--- src/rtl/div_unit.sv ---
// Iterative restoring divider for RISC-V DIV/DIVU/REM/REMU: one quotient bit per
// clock, with divide-by-zero and signed-overflow results preloaded without iterating.
module div_unit #(
   parameter int WIDTH = 32
) (
   input  logic             i_clk,
   input  logic             i_rst,
   input  logic             i_start,
   input  logic             i_signed,
   input  logic [WIDTH-1:0] i_dividend,
   input  logic [WIDTH-1:0] i_divisor,
   output logic             o_busy,
   output logic             o_done,
   output logic [WIDTH-1:0] o_quotient,
   output logic [WIDTH-1:0] o_remainder
);

   localparam int CW = $clog2(WIDTH + 1);
   localparam logic [WIDTH-1:0] MIN_INT  = {1'b1, {(WIDTH-1){1'b0}}};
   localparam logic [WIDTH-1:0] ALL_ONES = {WIDTH{1'b1}};

   typedef enum logic [1:0] {IDLE, CALC, FIX, DONE} state_t;

   state_t           state;
   state_t           state_next;
   logic [WIDTH-1:0] rem;
   logic [WIDTH-1:0] quo;
   logic [WIDTH-1:0] divisor_mag;
   logic [CW-1:0]    count;
   logic             signed_mode;
   logic             quo_neg;
   logic             rem_neg;
   logic             fix_en;

   logic [WIDTH-1:0] dividend_mag;
   logic [WIDTH-1:0] divisor_in_mag;
   logic             div_zero;
   logic             overflow;
   logic [WIDTH:0]   trial;

   // Operand magnitudes and special-case detection on the raw start inputs.
   // The partial remainder always stays below the divisor, so WIDTH bits plus
   // the shifted-in quotient bit form the full WIDTH+1-bit trial subtraction.
   always_comb begin
      dividend_mag   = (i_signed && i_dividend[WIDTH-1]) ? -i_dividend : i_dividend;
      divisor_in_mag = (i_signed && i_divisor[WIDTH-1])  ? -i_divisor  : i_divisor;
      div_zero       = (i_divisor == '0);
      overflow       = i_signed && (i_dividend == MIN_INT) && (i_divisor == ALL_ONES);
      trial          = {rem, quo[WIDTH-1]} - {1'b0, divisor_mag};
   end

   always_comb begin
      state_next = state;
      case (state)
         IDLE: if (i_start) state_next = (div_zero || overflow) ? FIX : CALC;
         CALC: if (count == CW'(WIDTH - 1)) state_next = FIX;
         FIX:  state_next = DONE;
         DONE: state_next = IDLE;
         default: state_next = IDLE;
      endcase
   end

   always_ff @(posedge i_clk or posedge i_rst) begin
      if (i_rst) state <= IDLE;
      else       state <= state_next;
   end

   // Datapath: operand capture, one restoring step per CALC cycle, and sign
   // fix-up into the result registers on the way into DONE.
   always_ff @(posedge i_clk or posedge i_rst) begin
      if (i_rst) begin
         rem         <= '0;
         quo         <= '0;
         divisor_mag <= '0;
         count       <= '0;
         signed_mode <= 1'b0;
         quo_neg     <= 1'b0;
         rem_neg     <= 1'b0;
         fix_en      <= 1'b0;
         o_quotient  <= '0;
         o_remainder <= '0;
      end else begin
         case (state)
            IDLE: begin
               if (i_start) begin
                  signed_mode <= i_signed;
                  quo_neg     <= i_signed && (i_dividend[WIDTH-1] ^ i_divisor[WIDTH-1]);
                  rem_neg     <= i_signed && i_dividend[WIDTH-1];
                  divisor_mag <= divisor_in_mag;
                  count       <= '0;
                  if (div_zero) begin
                     quo    <= ALL_ONES;
                     rem    <= i_dividend;
                     fix_en <= 1'b0;
                  end else if (overflow) begin
                     quo    <= i_dividend;
                     rem    <= '0;
                     fix_en <= 1'b0;
                  end else begin
                     quo    <= dividend_mag;
                     rem    <= '0;
                     fix_en <= 1'b1;
                  end
               end
            end
            CALC: begin
               count <= count + 1'b1;
               if (!trial[WIDTH]) begin
                  rem <= trial[WIDTH-1:0];
                  quo <= {quo[WIDTH-2:0], 1'b1};
               end else begin
                  rem <= {rem[WIDTH-2:0], quo[WIDTH-1]};
                  quo <= {quo[WIDTH-2:0], 1'b0};
               end
            end
            FIX: begin
               o_quotient  <= (fix_en && signed_mode && quo_neg) ? -quo : quo;
               o_remainder <= (fix_en && signed_mode && rem_neg) ? -rem : rem;
            end
            default: ;
         endcase
      end
   end

   assign o_busy = (state == CALC) || (state == FIX);
   assign o_done = (state == DONE);

endmodule

--- config.mk ---
export PLATFORM = sky130hd
export DESIGN_NAME = div_unit
export DESIGN_NICKNAME = d
export VERILOG_FILES = /design/src/rtl/div_unit.sv
export SDC_FILE = /design/constraint.sdc
export NUM_CORES = 1
export LEC_CHECK = 0
export CORE_ASPECT_RATIO = 0.9
export CORE_MARGIN = 4
export CORE_UTILIZATION = 60
export CTS_CLUSTER_DIAMETER = 50
export DETAILED_ROUTE_END_ITERATION = 10
export GPL_TIMING_DRIVEN = 0
export PLACE_DENSITY = 0.84
export SYNTH_ARGS = -nofsm -noshare
export SYNTH_HDL_FRONTEND = slang
export SYNTH_SLANG_ARGS = --single-unit
--- constraint.sdc ---
create_clock -name i_clk -period 18.8 [get_ports i_clk]
set_clock_uncertainty 0.2 [all_clocks]
set_input_delay 5.64 -clock i_clk [delete_from_list [all_inputs] [get_ports i_clk]]
set_output_delay 5.64 -clock i_clk [all_outputs]
set_load 0.02 [all_outputs]
==> flow_summary_export.csv <==
group,metric,value,unit
outcome,status,"completed",
setup_path,cp_data_arrival_time,9.18,ns
drt,num_vias,11600,
drt,dr.first_iter.drc_count,1340,
sta,slew_headroom,13.5,%
die,rows,48,
cts,clockBufferDepth,2,
die,io_pins,134,
grt,grt_first_pass_wirelength,58100,µm
grt,grt_max_degree,100,
final_layout,drive_above_1_share,4.15,%
synth,synth.top_cell.area_share,36.6,%
power,p_comb_share,61.5,%
setup_path,path_max_fanout,10,
drt,remaining_drc_errors,0,
sta,fin_crit_sh,48.5,%
setup_path,crit_path_max_incr_delay,0.70,ns
final_layout,seq_area,4300,µm²
power,power_frac_seq,25.4,%
grt,grt_usage,33.3,%
final_layout,final_nets,1689,
cts,cts_inserted_buffers,17,
cts,clkTransAtPathRegs,0.08,ns
job,maxCapViolations,0,
sta,fin_hold_ws,0.278,ns
drt,vias_per_cell,6.28,
setup_path,cp-start-kind,"input pin",
power,p_switching,1.41,mW
synth,synth_commonest_cells,"a21oi_1 (208), dfrtp_1 (172), nor2_1 (149)",
synth,syn_inst,1426,
power,p_int,1.46,mW
die,dieArea,21900,µm²
cts,clk_latency,0.44,ns
sta,setup_viol,0,
power,ir_worst_vdd,0.0900,mV
final_layout,stdcell_count,1842,
drt,first_pass_iters,6,
synth,synthesis.nets,1537,
placement,gp_congestion,0.969,
grt,grt_pass1_vias,11000,
sta,max_freq,0.110,GHz
cts,cts_tree,"done",
synth,syn_area,11800,µm²
placement,dpl_cell_area,13400,µm²
synth,synth_cell_types,67,
final_layout,fill_cells,1538,
synth,seq_area_frac_synth,36.6,%
cts,htree_levels,4,
die,core_area,19200,µm²
power,p_sw_share,49.2,%
drt,wl_per_cell,19.9,µm
cts,cts_setup_buffers,0,
setup_path,crit_chain,"clkdlybuf4s50_1, or3_1, nor4b_1, and3_2, nand2_2, nor4_4, nor2_4, buf_6, o41ai_1, xor2_1, a21oi_1",
sta,finalHoldViolCount,0,
power,p_per_area,205,nW/µm²
die,die_height,141,µm
placement,io_buffers,132,
placement,dp.cells,1809,
synth,synth_area_leaders,"dfrtp_1 (37%), a21oi_1 (8.9%), xor2_1 (5.5%)",
synth,avgSynthCellArea,8.24,µm²
synth,yosys.area.top_type,"dfrtp_1",
die,initial_utilization,61.1,%
drt,wl,36700,µm
synth,yosys_warnings,0,
placement,post-place-ws,9.51,ns
grt,overflow,0,
setup_path,path_class,"input pin to flop",
grt,antenna_found_initial,0,
synth,yosysMostFrequentCell,"a21oi_1",
synth,ys_ff_latch,172,
sta,timing.final.ws_setup,9.69,ns
synth,synth_edf_count,0,
sta,drv_slew,0,
synth,synth-async-reset-ratio,100,%
cts,cts-root-buf,"clkbuf_16",
sta,grt_setup_unrepaired,"false",
sta,tns,0,ns
cts,clock_sinks,172,
sta,post-route-min-period,9.11,ns
cts,cts_resized,0,
synth,synthFlopType,"dfrtp_1",
min_path,hp-class,"flop to flop",
setup_path,slowest_stage,"nor4_4",
final_layout,final_area,14000,µm²
final_layout,syn_to_final_growth,19.5,%
setup_path,crit_required,18.87,ns
power,power_leakage,5.68,nW
setup_path,end_kind,"flop",
final_layout,multi_input_area,6900,µm²
sta,tightest_slew,1.29,ns
placement,dp_hpwl,28400,µm
drt,antenna_left,0,
die,die_x,156,µm
power,clockPowerShare,13.2,%
cts,ctsHoldBuffers,0,
[final cells by class]
class / instances / area share (%)
clock inverter: 13 / 1.22
buffer: 78 / 2.32
tap: 250 / 2.23
timing repair buffer: 133 / 9.60
clock buffer: 19 / 3.22
antenna: 1 / 0.0178
sequential: 172 / 30.6
inverter: 59 / 1.63
multi-input combinational: 1117 / 49.1
[layout by cell type (no fill, tap or decap), types with 16 or more instances in the layout]
master / netlist / layout
a21oi_1: 208 / 208
dfrtp_1: 172 / 172
nor2_1: 149 / 149
clkdlybuf4s50_1: 0 / 132
o21ai_0: 123 / 123
nand2_1: 114 / 114
xor2_1: 74 / 74
xnor2_1: 73 / 73
clkbuf_1: 67 / 67
inv_1: 59 / 58
ha_1: 42 / 42
nor3_1: 30 / 30
o31ai_1: 26 / 26
or3_1: 26 / 26
mux2i_1: 25 / 25
a31oi_1: 21 / 21
nand3_1: 20 / 20
o21a_1: 19 / 19
clkbuf_16: 0 / 17
nor4_1: 16 / 16
[routing by layer]
layer  share of wire (%)  global-route usage (%)  vias to the layer above
li1                    -                       -                     5354
met2                  45                    51.7                      591
met5                   0                       0                        -
met1                  42                    47.7                     5545
met3                 9.9                    6.23                       80
met4                 2.8                    10.5                        0
[sequential cells by signal, indices dropped and copies added (netlist names)]
name and count:
divisor_mag 32, o_quotient 32, o_remainder 32, quo 32
rem 32, count 6, state 2, fix_en 1
quo_neg 1, rem_neg 1, signed_mode 1
[final timing paths]
| path | to | start | slack [ns] | cells past startpoint |
|---|---|---|---|---|
| worst max register to register | quo[0]$_DFFE_PP0P_ | rem[0]$_DFFE_PP0P_ | 14.88 | 12 |
| min in group asynchronous | count[5]$_DFFE_PP0P_ | i_rst | 5.46 | 2 |
| worst max-delay path | quo[28]$_DFFE_PP0P_ | i_dividend[6] | 9.69 | 11 |
| max in group asynchronous | o_remainder[22]$_DFFE_PP0P_ | i_rst | 12.06 | 3 |
| worst min-delay path | divisor_mag[7]$_DFFE_PP0P_ | divisor_mag[7]$_DFFE_PP0P_ | 0.28 | 2 |
| worst min register to register | divisor_mag[7]$_DFFE_PP0P_ | divisor_mag[7]$_DFFE_PP0P_ | 0.28 | 2 |
[worst max-delay path, delay by kind of cell]
kind            cells  cell delay [ns]
compound gates      2             0.19
buf+inv             2             0.75
simple gates        6             2.38
xor+xnor            1             0.21
[power by group through the flow]
stage / registers [mW] / logic, mW / clock network (mW)
2_1_floorplan: 0.750 / 1.15 / 0
3_3_place_gp: 0.720 / 1.69 / 0
3_5_place_dp: 0.730 / 1.73 / 0
4_1_cts: 0.723 / 1.74 / 0.379
5_1_grt: 0.750 / 1.93 / 0.397
6_report: 0.730 / 1.77 / 0.378
[through the flow]
step,utilization (%),power (mW)
floorplan,-,1.90
global placement,69.6,2.41
detailed placement,69.8,2.46
CTS,73.1,2.84
global route,73.1,3.07
finish,73.1,2.88
[cells by family (layout without fill, tap and decap cells)]
group | count (synthesis) | count (layout) | synth area share [%]
buffers and inverters | 137 | 302 | 4.65
adders and majority gates | 43 | 43 | 4.64
DFF | 172 | 172 | 36.6
AOI/OAI and AO/OA | 458 | 458 | 22.4
and+or+nand+nor | 441 | 441 | 18.3
muxes | 28 | 28 | 2.42
xor gates and xnor gates | 147 | 147 | 11.0
other | 0 | 1 | 0
(Power assumes the default switching activity.)
